$ cat src/rtl/id_queue_pkg.sv
// Shared RV32I decode constants, record types and immediate extraction for the id_queue slice.
// Imported by the decoder core, the queue top and the handshake interface.
package id_queue_pkg;

   localparam logic ENABLE  = 1'b1;
   localparam logic DISABLE = 1'b0;

   localparam logic [6:0] OPC_LUI    = 7'b0110111;
   localparam logic [6:0] OPC_AUIPC  = 7'b0010111;
   localparam logic [6:0] OPC_JAL    = 7'b1101111;
   localparam logic [6:0] OPC_JALR   = 7'b1100111;
   localparam logic [6:0] OPC_BRANCH = 7'b1100011;
   localparam logic [6:0] OPC_LOAD   = 7'b0000011;
   localparam logic [6:0] OPC_STORE  = 7'b0100011;
   localparam logic [6:0] OPC_OP_IMM = 7'b0010011;
   localparam logic [6:0] OPC_OP     = 7'b0110011;
   localparam logic [6:0] OPC_FENCE  = 7'b0001111;
   localparam logic [6:0] OPC_SYSTEM = 7'b1110011;

   localparam logic [2:0] F3_ADD_SUB = 3'b000;
   localparam logic [2:0] F3_SLL     = 3'b001;
   localparam logic [2:0] F3_SRL_SRA = 3'b101;
   localparam logic [2:0] F3_JALR    = 3'b000;
   localparam logic [2:0] F3_BR_RSV0 = 3'b010;
   localparam logic [2:0] F3_BR_RSV1 = 3'b011;
   localparam logic [2:0] F3_LD_RSV0 = 3'b011;
   localparam logic [2:0] F3_LD_RSV1 = 3'b110;
   localparam logic [2:0] F3_LD_RSV2 = 3'b111;
   localparam logic [2:0] F3_ST_MAX  = 3'b010;

   localparam logic [6:0] F7_BASE   = 7'b0000000;
   localparam logic [6:0] F7_ALT    = 7'b0100000;
   localparam logic [6:0] F7_MULDIV = 7'b0000001;

   typedef enum logic [2:0] {
      TYPE_R   = 3'd0,
      TYPE_I   = 3'd1,
      TYPE_S   = 3'd2,
      TYPE_B   = 3'd3,
      TYPE_U   = 3'd4,
      TYPE_J   = 3'd5,
      TYPE_ILL = 3'd7
   } inst_type_e;

   // Everything except pc and imm, whose width follows XLEN.
   typedef struct packed {
      logic [6:0] opcode;
      logic [2:0] funct3;
      logic [6:0] funct7;
      logic [4:0] rd;
      logic [4:0] rs1;
      logic [4:0] rs2;
      inst_type_e inst_type;
      logic       rd_we;
      logic       rs1_re;
      logic       rs2_re;
      logic       err;
   } dec_rec_t;

   function automatic logic [31:0] imm_of(input logic [31:0] inst, input inst_type_e fmt);
      logic [31:0] imm;
      imm = '0;
      case (fmt)
         TYPE_I:  imm = {{20{inst[31]}}, inst[31:20]};
         TYPE_S:  imm = {{20{inst[31]}}, inst[31:25], inst[11:7]};
         TYPE_B:  imm = {{19{inst[31]}}, inst[31], inst[7], inst[30:25], inst[11:8], 1'b0};
         TYPE_U:  imm = {inst[31:12], 12'h000};
         TYPE_J:  imm = {{11{inst[31]}}, inst[31], inst[19:12], inst[20], inst[30:21], 1'b0};
         default: imm = '0;
      endcase
      return imm;
   endfunction

endpackage

$ cat src/rtl/id_queue_if.sv
// Fetch-side and execute-side handshake bundle of the id_queue decode stage.
// slave = the queue itself, master = the surrounding pipeline (fetch + execute).
interface id_queue_if #(
   parameter int unsigned XLEN = 32
);
   import id_queue_pkg::*;

   logic            inst_valid_i;
   logic            inst_ready_o;
   logic [31:0]     inst_data_i;
   logic [XLEN-1:0] inst_addr_i;
   logic            flush_i;

   logic            dec_valid_o;
   logic            dec_ready_i;
   logic [XLEN-1:0] pc_o;
   logic [6:0]      opcode_o;
   logic [2:0]      funct3_o;
   logic [6:0]      funct7_o;
   logic [4:0]      rd_o;
   logic [4:0]      rs1_o;
   logic [4:0]      rs2_o;
   logic [XLEN-1:0] imm_o;
   inst_type_e      inst_type_o;
   logic            rd_we_o;
   logic            rs1_re_o;
   logic            rs2_re_o;
   logic            id_err_o;

   modport slave (
      input  inst_valid_i, inst_data_i, inst_addr_i, flush_i, dec_ready_i,
      output inst_ready_o, dec_valid_o, pc_o, opcode_o, funct3_o, funct7_o,
             rd_o, rs1_o, rs2_o, imm_o, inst_type_o, rd_we_o, rs1_re_o,
             rs2_re_o, id_err_o
   );

   modport master (
      output inst_valid_i, inst_data_i, inst_addr_i, flush_i, dec_ready_i,
      input  inst_ready_o, dec_valid_o, pc_o, opcode_o, funct3_o, funct7_o,
             rd_o, rs1_o, rs2_o, imm_o, inst_type_o, rd_we_o, rs1_re_o,
             rs2_re_o, id_err_o
   );

endinterface

$ cat src/rtl/id_queue_dec_core.sv
// Purely combinational RV32I instruction-to-record decoder.
// Illegal encodings yield an all-zero record typed ILL with err set.
module id_dec_core
   import id_queue_pkg::*;
#(
   parameter int unsigned XLEN  = 32,
   parameter bit          M_EXT = 1'b0
) (
   input  logic [31:0]     inst,
   output dec_rec_t        rec,
   output logic [XLEN-1:0] imm
);

   logic [6:0] opc;
   logic [2:0] f3;
   logic [6:0] f7;
   logic       legal;
   logic       shift_imm;
   logic       op_f7_ok;
   inst_type_e fmt;

   assign opc = inst[6:0];
   assign f3  = inst[14:12];
   assign f7  = inst[31:25];

   assign shift_imm = (opc == OPC_OP_IMM) && ((f3 == F3_SLL) || (f3 == F3_SRL_SRA));

   // The alternate funct7 is only meaningful for SUB and SRA.
   always_comb begin
      op_f7_ok = DISABLE;
      if (f7 == F7_BASE)
         op_f7_ok = ENABLE;
      else if (f7 == F7_ALT)
         op_f7_ok = (f3 == F3_ADD_SUB) || (f3 == F3_SRL_SRA);
      else if (f7 == F7_MULDIV)
         op_f7_ok = M_EXT;
   end

   always_comb begin
      fmt   = TYPE_ILL;
      legal = DISABLE;
      case (opc)
         OPC_LUI, OPC_AUIPC: begin
            fmt   = TYPE_U;
            legal = ENABLE;
         end
         OPC_JAL: begin
            fmt   = TYPE_J;
            legal = ENABLE;
         end
         OPC_JALR: begin
            fmt   = TYPE_I;
            legal = (f3 == F3_JALR);
         end
         OPC_BRANCH: begin
            fmt   = TYPE_B;
            legal = (f3 != F3_BR_RSV0) && (f3 != F3_BR_RSV1);
         end
         OPC_LOAD: begin
            fmt   = TYPE_I;
            legal = (f3 != F3_LD_RSV0) && (f3 != F3_LD_RSV1) && (f3 != F3_LD_RSV2);
         end
         OPC_STORE: begin
            fmt   = TYPE_S;
            legal = (f3 <= F3_ST_MAX);
         end
         OPC_OP_IMM: begin
            fmt = TYPE_I;
            if (f3 == F3_SLL)
               legal = (f7 == F7_BASE);
            else if (f3 == F3_SRL_SRA)
               legal = (f7 == F7_BASE) || (f7 == F7_ALT);
            else
               legal = ENABLE;
         end
         OPC_OP: begin
            fmt   = TYPE_R;
            legal = op_f7_ok;
         end
         OPC_FENCE, OPC_SYSTEM: begin
            fmt   = TYPE_I;
            legal = ENABLE;
         end
         default: begin
            fmt   = TYPE_ILL;
            legal = DISABLE;
         end
      endcase
      if (inst[1:0] != 2'b11)
         legal = DISABLE;
   end

   always_comb begin
      rec = '0;
      imm = '0;
      if (legal) begin
         rec.opcode    = opc;
         rec.inst_type = fmt;
         rec.rd_we     = (fmt != TYPE_S) && (fmt != TYPE_B);
         rec.rs1_re    = (fmt != TYPE_U) && (fmt != TYPE_J);
         rec.rs2_re    = (fmt == TYPE_R) || (fmt == TYPE_S) || (fmt == TYPE_B);
         rec.rd        = rec.rd_we  ? inst[11:7]  : 5'd0;
         rec.rs1       = rec.rs1_re ? inst[19:15] : 5'd0;
         rec.rs2       = rec.rs2_re ? inst[24:20] : 5'd0;
         rec.funct3    = ((fmt == TYPE_U) || (fmt == TYPE_J)) ? 3'd0 : f3;
         rec.funct7    = ((fmt == TYPE_R) || shift_imm) ? f7 : 7'd0;
         imm           = XLEN'($signed(imm_of(inst, fmt)));
      end else begin
         rec.inst_type = TYPE_ILL;
         rec.err       = ENABLE;
      end
   end

endmodule

$ cat src/rtl/id_queue.sv
// Registered RV32I decode stage: decodes on entry and buffers DEPTH records in a FIFO
// with valid/ready on both sides; flush empties it and drops a same-cycle push.
module id_queue
   import id_queue_pkg::*;
#(
   parameter int unsigned XLEN  = 32,
   parameter int unsigned DEPTH = 2,
   parameter bit          M_EXT = 1'b0
) (
   input logic       clk,
   input logic       rst,
   id_queue_if.slave bus
);

   localparam int unsigned AW       = $clog2(DEPTH);
   localparam logic [AW:0] FULL_CNT = (AW + 1)'(DEPTH);

   dec_rec_t        rec_mem [DEPTH];
   logic [XLEN-1:0] pc_mem  [DEPTH];
   logic [XLEN-1:0] imm_mem [DEPTH];

   logic [AW-1:0]   rd_ptr;
   logic [AW-1:0]   wr_ptr;
   logic [AW:0]     count;

   dec_rec_t        new_rec;
   logic [XLEN-1:0] new_imm;
   dec_rec_t        head_rec;
   logic [XLEN-1:0] head_pc;
   logic [XLEN-1:0] head_imm;
   logic            push;
   logic            pop;

   id_dec_core #(
      .XLEN  (XLEN),
      .M_EXT (M_EXT)
   ) u_dec_core (
      .inst (bus.inst_data_i),
      .rec  (new_rec),
      .imm  (new_imm)
   );

   // Ready depends only on occupancy, so execute-side stalls never reach fetch combinationally.
   assign bus.inst_ready_o = !rst && (count != FULL_CNT);
   assign bus.dec_valid_o  = (count != '0);

   assign push = bus.inst_valid_i && bus.inst_ready_o;
   assign pop  = bus.dec_valid_o && bus.dec_ready_i;

   always_ff @(posedge clk or posedge rst) begin
      if (rst) begin
         rd_ptr <= '0;
         wr_ptr <= '0;
         count  <= '0;
      end else if (bus.flush_i) begin
         rd_ptr <= '0;
         wr_ptr <= '0;
         count  <= '0;
      end else begin
         if (push)
            wr_ptr <= wr_ptr + AW'(1);
         if (pop)
            rd_ptr <= rd_ptr + AW'(1);
         case ({push, pop})
            2'b10:   count <= count + (AW + 1)'(1);
            2'b01:   count <= count - (AW + 1)'(1);
            default: count <= count;
         endcase
      end
   end

   always_ff @(posedge clk) begin
      if (push && !bus.flush_i) begin
         rec_mem[wr_ptr] <= new_rec;
         pc_mem[wr_ptr]  <= bus.inst_addr_i;
         imm_mem[wr_ptr] <= new_imm;
      end
   end

   // Storage is not reset; gating on occupancy keeps every output at zero when empty or in reset.
   always_comb begin
      head_rec = '0;
      head_pc  = '0;
      head_imm = '0;
      if (bus.dec_valid_o) begin
         head_rec = rec_mem[rd_ptr];
         head_pc  = pc_mem[rd_ptr];
         head_imm = imm_mem[rd_ptr];
      end
   end

   assign bus.pc_o        = head_pc;
   assign bus.imm_o       = head_imm;
   assign bus.opcode_o    = head_rec.opcode;
   assign bus.funct3_o    = head_rec.funct3;
   assign bus.funct7_o    = head_rec.funct7;
   assign bus.rd_o        = head_rec.rd;
   assign bus.rs1_o       = head_rec.rs1;
   assign bus.rs2_o       = head_rec.rs2;
   assign bus.inst_type_o = head_rec.inst_type;
   assign bus.rd_we_o     = head_rec.rd_we;
   assign bus.rs1_re_o    = head_rec.rs1_re;
   assign bus.rs2_re_o    = head_rec.rs2_re;
   assign bus.id_err_o    = head_rec.err;

endmodule
$ cat src/flat_wrapper.sv
// flat-port wrapper written by rule: the top's interface ports become plain ports
module id_queue_flat import id_queue_pkg::*;
#(
   parameter int unsigned XLEN  = 32,
   parameter int unsigned DEPTH = 2,
   parameter bit          M_EXT = 1'b0
)
  (clk, rst, bus_inst_valid_i, bus_inst_data_i, bus_inst_addr_i, bus_flush_i, bus_dec_ready_i, bus_inst_ready_o, bus_dec_valid_o, bus_pc_o, bus_opcode_o, bus_funct3_o, bus_funct7_o, bus_rd_o, bus_rs1_o, bus_rs2_o, bus_imm_o, bus_inst_type_o, bus_rd_we_o, bus_rs1_re_o, bus_rs2_re_o, bus_id_err_o);
  id_queue_if #(.XLEN(XLEN)) bus_i ();
  input logic clk;
  input logic rst;
  input wire logic [$bits(bus_i.inst_valid_i)-1:0] bus_inst_valid_i;
  input wire logic [$bits(bus_i.inst_data_i)-1:0] bus_inst_data_i;
  input wire logic [$bits(bus_i.inst_addr_i)-1:0] bus_inst_addr_i;
  input wire logic [$bits(bus_i.flush_i)-1:0] bus_flush_i;
  input wire logic [$bits(bus_i.dec_ready_i)-1:0] bus_dec_ready_i;
  output wire logic [$bits(bus_i.inst_ready_o)-1:0] bus_inst_ready_o;
  output wire logic [$bits(bus_i.dec_valid_o)-1:0] bus_dec_valid_o;
  output wire logic [$bits(bus_i.pc_o)-1:0] bus_pc_o;
  output wire logic [$bits(bus_i.opcode_o)-1:0] bus_opcode_o;
  output wire logic [$bits(bus_i.funct3_o)-1:0] bus_funct3_o;
  output wire logic [$bits(bus_i.funct7_o)-1:0] bus_funct7_o;
  output wire logic [$bits(bus_i.rd_o)-1:0] bus_rd_o;
  output wire logic [$bits(bus_i.rs1_o)-1:0] bus_rs1_o;
  output wire logic [$bits(bus_i.rs2_o)-1:0] bus_rs2_o;
  output wire logic [$bits(bus_i.imm_o)-1:0] bus_imm_o;
  output wire logic [$bits(bus_i.inst_type_o)-1:0] bus_inst_type_o;
  output wire logic [$bits(bus_i.rd_we_o)-1:0] bus_rd_we_o;
  output wire logic [$bits(bus_i.rs1_re_o)-1:0] bus_rs1_re_o;
  output wire logic [$bits(bus_i.rs2_re_o)-1:0] bus_rs2_re_o;
  output wire logic [$bits(bus_i.id_err_o)-1:0] bus_id_err_o;
  assign bus_i.inst_valid_i = bus_inst_valid_i;
  assign bus_i.inst_data_i = bus_inst_data_i;
  assign bus_i.inst_addr_i = bus_inst_addr_i;
  assign bus_i.flush_i = bus_flush_i;
  assign bus_i.dec_ready_i = bus_dec_ready_i;
  assign bus_inst_ready_o = bus_i.inst_ready_o;
  assign bus_dec_valid_o = bus_i.dec_valid_o;
  assign bus_pc_o = bus_i.pc_o;
  assign bus_opcode_o = bus_i.opcode_o;
  assign bus_funct3_o = bus_i.funct3_o;
  assign bus_funct7_o = bus_i.funct7_o;
  assign bus_rd_o = bus_i.rd_o;
  assign bus_rs1_o = bus_i.rs1_o;
  assign bus_rs2_o = bus_i.rs2_o;
  assign bus_imm_o = bus_i.imm_o;
  assign bus_inst_type_o = bus_i.inst_type_o;
  assign bus_rd_we_o = bus_i.rd_we_o;
  assign bus_rs1_re_o = bus_i.rs1_re_o;
  assign bus_rs2_re_o = bus_i.rs2_re_o;
  assign bus_id_err_o = bus_i.id_err_o;
  id_queue #(.XLEN(XLEN), .DEPTH(DEPTH), .M_EXT(M_EXT)) u_core (.clk(clk), .rst(rst), .bus(bus_i));
endmodule
$ cat config.mk
export PLATFORM = sky130hd
export DESIGN_NAME = id_queue_flat
export DESIGN_NICKNAME = d
export VERILOG_FILES = /design/src/rtl/id_queue_pkg.sv /design/src/rtl/id_queue_if.sv /design/src/rtl/id_queue_dec_core.sv /design/src/rtl/id_queue.sv /design/src/flat_wrapper.sv
export SDC_FILE = /design/constraint.sdc
export NUM_CORES = 1
export LEC_CHECK = 0
export CAP_MARGIN = 40
export CORE_ASPECT_RATIO = 0.75
export CORE_MARGIN = 8
export CORE_UTILIZATION = 50
export CTS_CLUSTER_DIAMETER = 80
export DETAILED_ROUTE_END_ITERATION = 8
export PLACE_DENSITY = 0.8
export SLEW_MARGIN = 20
export SYNTH_ARGS = -nofsm -noshare
export SYNTH_HDL_FRONTEND = slang
export SYNTH_SLANG_ARGS = --single-unit
$ cat constraint.sdc
create_clock -name clk -period 22.7 [get_ports clk]
set_clock_uncertainty 0.15 [all_clocks]
set_input_delay 4.54 -clock clk [delete_from_list [all_inputs] [get_ports clk]]
set_output_delay 4.54 -clock clk [all_outputs]
set_load 0.03 [all_outputs]
==> metrics.md, run 1 <==
| Metric | Value |
|---|---|
| Register bit count reported by yosys | `210` |
| Routed vias | `6024` |
| Reg-to-reg setup timing slack | `20.48 ns` |
| Diodes inserted | `0` |
| Worst skew pair latency | `0.48 ns` |
| Cell Rows | `43` |
| Reg area | `6290 sq um` |
| Slew margin rel. | `43.96%` |
| WHS Path Cells | `2` |
| Synth top area share | `66.96%` |
| RSZ-0062 raised after global routing | `false` |
| Main synth FF type | `edfxtp_1` |
| Post-Layout Cell Count | `1106` |
| # IOs | `174` |
| # H-tree levels | `1` |
| Worst-path clk slew | `0.06 ns` |
| Post_cts resized | `0` |
| Avg Inst Size Synth | `13.67 sq um` |
| Status | `finished clean` |
| R2R Path Start | `u_core.count[0]` |
| CP most frequent cell | `clkdlybuf4s50_1` |
| Synthesized area | `9238 sq um` |
| Initial Util | `50.50%` |
| CTS buffer count | `21` |
| Antenna violations before repair | `0` |
| Clock Tree Buf Depth | `3` |
| Core Util, Final | `65.42%` |
| Worst path required time | `18.01 ns` |
| Hold-fix buffer count after cts | `0` |
| Crit Path Category | `input pin to output pin` |
| Clock root buffer | `clkbuf_16` |
| Hold Path End | `u_core.wr_ptr` |
| Grt total ovfl | `0` |
| Fin Setup TNS | `0 ns` |
| Leak | `3.719 nW` |
| Hold Fails Final Rpt | `0` |
| Synth warn | `0` |
| DP HPWL | `14550 um` |
| Die height | `133.7 um` |
| Worst EP arrival | `5.93 ns` |
| Core Area | `18290 sq um` |
| DIE AREA | `23130 sq um` |
| Crit Path Max Fanout | `5` |
| CP cell instances | `clkdlybuf4s50_1 -> inv_1 -> and2_1 -> clkdlybuf4s50_1` |
| Max incr delay on CP | `0.66 ns` |
| Post-synth top area cell | `edfxtp_1` |
| Cell Pwr Density | `75.75 nW/um^2` |
| Hold_sp | `u_core.wr_ptr` |
| Peak supply drop | `0.06045 mV` |
| Final setup fails | `0` |
| Filler Cell Count | `1358` |
| Critical Path End Type | `output pin` |
| Synth-to-layout area growth | `29.54%` |
| Number of global-route vias before repair | `5796` |
| CTS tree | `built` |
| Sequential fraction of the synthesis area | `68.05%` |
| Top cells by area, synth | `edfxtp_1 67%, mux2i_1 11%, nor2_1 4.8%` |
| Final min period | `10.62 ns` |
| Post-CTS setup buffer count | `0` |
| Residual DRC | `0` |
| Fraction of layout cells with a size suffix above 1 | `7.567%` |
| WL per Instance | `19.37 um` |
| Hold Crit Class | `flop to flop` |
| Max cap viols | `0` |
| Worst R2R Path Depth | `5` |
| CP Launch Type | `input pin` |
| Hold Worst Slack | `0.4617 ns` |
| Multi-input gate area | `2733 sq um` |
| Post-route cell area | `11970 sq um` |
| Post-layout net count | `918` |
| EDFF count, synth | `206` |
| Routed Antenna Nets | `0` |
| Die Wd | `173.0 um` |
| Area after DPL | `11260 sq um` |
| Pin count of the biggest net entering global routing | `84` |
| Initial DRC Count | `552` |
| FMAX | `0.09420 GHz` |
| Reg-to-Reg End | `u_core.imm_mem[1][10]` |
| CP delay by family, top | `buffers and inverters` |
| Clock Sinks | `210` |
| Vias per inst | `5.447` |
| Tcrit/Tclk final | `46.77%` |
| Post-Place Cells | `1072` |
| Critical-path top delay cell | `clkdlybuf4s50_1` |
| Post-synthesis cell type count | `50` |
| Asr flop ratio synth | `1.905%` |
| Initial DRT Pass Iterations | `5` |
| Routability congestion estimate | `0.8915` |
| Worst slew pin tran | `0.8388 ns` |
| PortBufs | `173` |
| WP buf/inv | `3` |
| Fin. max-slew vios | `0` |
| DRT Wirelength | `21430 um` |
| First-pass GRT wire length | `33040 um` |
| Overall fraction of global-route tracks in use | `17.93%` |
| Syn Inst Count | `676` |
layout make-up:
cell class / instances / area share [%]
clock inverter: 9 / 1.202
multi-input combinational: 417 / 22.84
inverter: 12 / 0.3764
tap: 247 / 2.583
timing repair buffer: 187 / 15.96
clock buffer: 24 / 4.486
sequential: 210 / 52.56
metal layers:
layer  share of wire, %  vias up  GRT usage (%)  wire (um)
met2                 45      264          27.33       9727
met3                8.7       35          4.750       1858
li1                   -     2834              -          -
met4                1.8        0          4.157        389
met5                  0        -              0          0
met1                 44     2891          25.35       9452
Yosys cell counts, types with 3 or more instances:
| master | instances |
|---|---|
| mux2i_1 | 105 |
| nor2b_1 | 4 |
| buf_2 | 15 |
| nor2_1 | 117 |
| a21oi_2 | 10 |
| clkbuf_1 | 19 |
| nand3_1 | 7 |
| and2_1 | 4 |
| a211oi_1 | 14 |
| nor3_1 | 3 |
| a21oi_1 | 19 |
| a31oi_1 | 3 |
| o21ai_0 | 8 |
| inv_1 | 12 |
| a22oi_1 | 25 |
| nor3b_1 | 5 |
| edfxtp_1 | 206 |
| nand2_1 | 43 |
| dfrtp_1 | 4 |
| buf_6 | 3 |
| a211oi_2 | 3 |
| buf_1 | 9 |
worst register-to-register path, delay by kind of cell, from the launching register on:
family / cells / cell delay, ns
buffers and inverters: 2 / 0.68
DFF: 1 / 0.47
and+or+nand+nor: 3 / 0.56
cells by family (layout without fill, tap and decap cells):
logic type	after synthesis	count (layout)	synth area share (%)
DFF	210	210	68.05
and+or+nand+nor	199	199	9.305
muxes	105	105	11.38
AOI/OAI and AO/OA	96	96	7.639
buffers and inverters	60	232	3.102
xor gates and xnor gates	4	4	0.3793
adders and majority gates	1	1	0.1084
other	1	12	0.04059
report_power, final:
group,internal (mW),total (mW),switching [mW]
combinational,0.0501,0.121,0.0711
sequential,0.435,0.439,0.00484
clock,0.213,0.346,0.133
total,0.698,0.906,0.209
sequential cells by signal, summed over array words and instances, names as in the netlist:
signal	count
u_core.rd_ptr	1
u_core.imm_mem	64
u_core.wr_ptr	1
u_core.pc_mem	64
u_core.rec_mem	78
u_core.count	2
stage by stage:
step / total power, mW / setup slack [ns]
after global routing: 0.9369 / 12.00
final: 0.9064 / 12.08
after detailed placement: 0.5681 / 12.07
after floorplan: 0.5159 / 9.366
after CTS: 0.9125 / 12.08
after global placement: 0.5653 / 12.08
how the worst max path moves through the flow:
stage / to / from / slack, ns / depth (start not counted)
after floorplan: u_core.imm_mem[1][0] / bus_inst_valid_i / 9.37 / 3
after global placement: bus_inst_ready_o / rst / 12.08 / 4
after detailed placement: bus_inst_ready_o / rst / 12.07 / 4
after CTS: bus_inst_ready_o / rst / 12.08 / 4
final: bus_inst_ready_o / rst / 12.08 / 4
after global routing: bus_inst_ready_o / rst / 12.00 / 4
cell usage in the layout (no fill, tap or decap), types with 10 or more instances in the layout:
master,instances
buf_4,10
mux2i_1,105
inv_1,12
nand2_1,43
clkbuf_16,21
a21oi_1,19
a22oi_1,25
a21oi_2,10
edfxtp_1,206
conb_1,12
nor2_1,116
a211oi_1,14
clkdlybuf4s50_1,173
No activity file was read; power rests on OpenSTA's default activity.
==> inputs of run 2 (changes only) <==
--- a/config.mk
+++ b/config.mk
@@ -8,10 +8,10 @@
 export CAP_MARGIN = 40
 export CORE_ASPECT_RATIO = 0.75
 export CORE_MARGIN = 8
-export CORE_UTILIZATION = 50
+export CORE_UTILIZATION = 47
 export CTS_CLUSTER_DIAMETER = 80
 export DETAILED_ROUTE_END_ITERATION = 8
-export PLACE_DENSITY = 0.8
+export PLACE_DENSITY = 0.79
 export SLEW_MARGIN = 20
 export SYNTH_ARGS = -nofsm -noshare
 export SYNTH_HDL_FRONTEND = slang
==> constraint.sdc (replaced) <==
create_clock -name clk -period 9.6 [get_ports clk]
set_clock_uncertainty 0.15 [all_clocks]
set_input_delay 1.92 -clock clk [delete_from_list [all_inputs] [get_ports clk]]
set_output_delay 1.92 -clock clk [all_outputs]
set_load 0.03 [all_outputs]
==> metrics.md, run 2 (synthesis results as in run 1) <==
| Metric | Value |
|---|---|
| Status | `finished clean (unchanged)` |
| Critical-path top delay cell | `dfrtp_4 (was clkdlybuf4s50_1)` |
| Reg-to-Reg End | `u_core.imm_mem[1][28] (was u_core.imm_mem[1][10])` |
| Routability congestion estimate | `0.8333 (was 0.8915)` |
| DIE AREA | `24440 sq um (was 23130 sq um)` |
| Worst EP arrival | `3.45 ns (was 5.93 ns)` |
| Final setup fails | `0 (unchanged)` |
| CP cell instances | `buf_4 -> buf_16 -> mux2i_1 -> nor2_1 -> clkdlybuf4s50_1 (was clkdlybuf4s50_1 -> inv_1 -> and2_1 -> clkdlybuf4s50_1)` |
| Routed Antenna Nets | `0 (unchanged)` |
| Slew margin rel. | `42.74% (was 43.96%)` |
| Max cap viols | `0 (unchanged)` |
| # H-tree levels | `1 (unchanged)` |
| Routed vias | `6082 (was 6024)` |
| Clock Sinks | `210 (unchanged)` |
| CP delay by family, top | `buffers and inverters (unchanged)` |
| Crit Path Max Fanout | `44 (was 5)` |
| Fin Setup TNS | `0 ns (unchanged)` |
| Number of global-route vias before repair | `5967 (was 5796)` |
| Clock root buffer | `clkbuf_16 (unchanged)` |
| Hold Crit Class | `flop to flop (unchanged)` |
| First-pass GRT wire length | `33670 um (was 33040 um)` |
| Synth-to-layout area growth | `30.39% (was 29.54%)` |
| PortBufs | `173 (unchanged)` |
| Biggest regs | `u_core.rec_mem x78, u_core.imm_mem x64, u_core.pc_mem x64 (unchanged)` |
| Filler Cell Count | `1470 (was 1358)` |
| Vias per inst | `5.435 (was 5.447)` |
| Leak | `3.759 nW (was 3.719 nW)` |
| Grt total ovfl | `0 (unchanged)` |
| Die Wd | `177.9 um (was 173.0 um)` |
| DRT Wirelength | `22560 um (was 21430 um)` |
| Hold-fix buffer count after cts | `0 (unchanged)` |
| Worst slew pin tran | `0.8562 ns (was 0.8388 ns)` |
| Crit Path Category | `flop to output pin (was input pin to output pin)` |
| Worst skew pair latency | `0.50 ns (was 0.48 ns)` |
| Worst R2R Path Depth | `5 (unchanged)` |
| Die height | `137.4 um (was 133.7 um)` |
| Tcrit/Tclk final | `57.48%` |
| Core Area | `19320 sq um (was 18290 sq um)` |
| Post_cts resized | `0 (unchanged)` |
| Antenna violations before repair | `0 (unchanged)` |
| R2R Path Start | `u_core.count[0] (unchanged)` |
| WL per Instance | `20.16 um (was 19.37 um)` |
| WP buf/inv | `3 (unchanged)` |
| Max reg flops | `78 (unchanged)` |
| Post-CTS setup buffer count | `0 (unchanged)` |
| Cell Rows | `44 (was 43)` |
| Hold Fails Final Rpt | `0 (unchanged)` |
| Reg-to-reg setup timing slack | `6.46 ns (was 20.48 ns)` |
| Fraction of layout cells with a size suffix above 1 | `7.986% (was 7.567%)` |
| WHS Path Cells | `2 (unchanged)` |
| Peak supply drop | `0.1113 mV (was 0.06045 mV)` |
| Most frequent cells in the layout | `206 x edfxtp_1, 173 x clkdlybuf4s50_1, 116 x nor2_1 (unchanged)` |
| Critical Path End Type | `output pin (unchanged)` |
| Initial DRT Pass Iterations | `7 (was 5)` |
| Pin count of the biggest net entering global routing | `81 (was 84)` |
| CTS tree | `built (unchanged)` |
| Hold_sp | `u_core.wr_ptr (unchanged)` |
| Max incr delay on CP | `0.96 ns (was 0.66 ns)` |
| CP Launch Type | `flop (was input pin)` |
| Fin. max-slew vios | `0 (unchanged)` |
| Initial DRC Count | `423 (was 552)` |
| CTS buffer count | `22 (was 21)` |
| Initial Util | `47.80% (was 50.50%)` |
| Hold Path End | `u_core.wr_ptr (unchanged)` |
| RSZ-0062 raised after global routing | `false (unchanged)` |
| Most common cell after layout, fill and taps aside | `edfxtp_1 (unchanged)` |
| FMAX | `0.1812 GHz` |
| # IOs | `174 (unchanged)` |
| Final min period | `5.519 ns` |
| Largest reg by FF count | `u_core.rec_mem (unchanged)` |
| Worst-path clk slew | `0.06 ns (about the same)` |
| Post-layout net count | `917 (was 918)` |
| DP HPWL | `15090 um (was 14550 um)` |
| Post-layout total power | `2.198 mW (was 0.9064 mW)` |
| Clock Tree Buf Depth | `3 (unchanged)` |
| Residual DRC | `0 (unchanged)` |
| Cell Pwr Density | `182.5 nW/um^2 (was 75.75 nW/um^2)` |
| Overall fraction of global-route tracks in use | `17.73% (was 17.93%)` |
| Worst path required time | `7.53 ns (was 18.01 ns)` |
-- run 2: layout make-up --
class / instances / area (sq um) / share of cell area, %
multi-input combinational: 417 / 2753 / 22.85
sequential: 210 / 6290 / 52.22
clock buffer: 30 / 621.8 / 5.163
antenna: 2 / 5.005 / 0.04155
inverter: 12 / 45.04 / 0.3739
timing repair buffer: 185 / 1886 / 15.65
clock inverter: 10 / 128.9 / 1.070
tap: 253 / 316.6 / 2.628
-- run 2: per-stage QoR --
stage | hold slack, ns | setup WS, ns | util (%) | std cells | cell area, sq um
2_1_floorplan | 0.3853 | 2.551 | - | 687 | 9289
3_3_place_gp | 0.4698 | 4.210 | 57.86 | 1072 | 11180
3_5_place_dp | 0.4770 | 4.209 | 58.28 | 1076 | 11260
4_1_cts | 0.5010 | 4.008 | 62.17 | 1116 | 12010
5_1_grt | 0.5210 | 3.907 | 62.31 | 1117 | 12040
6_report | 0.4941 | 4.081 | 62.33 | 1119 | 12050
-- run 2: worst register-to-register path, stage by stage, from the launching register on --
cell	delay (ns)
dfrtp_1	0.47
nand2b_1	0.18
nand2_1	0.18
nor3b_4	0.43
buf_4	0.59
buf_4	0.76
-- run 2: how the worst max path moves through the flow --
stage / start / end / slack [ns] / cells after the start
3_5_place_dp: rst / bus_inst_ready_o / 4.21 / 4
3_3_place_gp: rst / bus_inst_ready_o / 4.21 / 4
4_1_cts: u_core.rd_ptr / bus_rd_o[2] / 4.01 / 5
6_report: u_core.rd_ptr / bus_opcode_o[6] / 4.08 / 5
2_1_floorplan: bus_inst_valid_i / u_core.imm_mem[1][0] / 2.55 / 3
5_1_grt: u_core.rd_ptr / bus_rd_o[2] / 3.91 / 5
-- run 2: where the power goes --
group          internal (mW)  switching [mW]
registers               1.03          0.0137
clock network          0.536           0.335
logic                  0.119           0.167
total                   1.68           0.516
-- run 2: routing by layer --
layer	wire length, um	global-route usage, %	vias to the layer above
met3	1760	3.561	39
met5	0	0	-
li1	-	-	2846
met1	10180	25.29	2935
met2	10130	27.29	262
met4	493	4.804	0
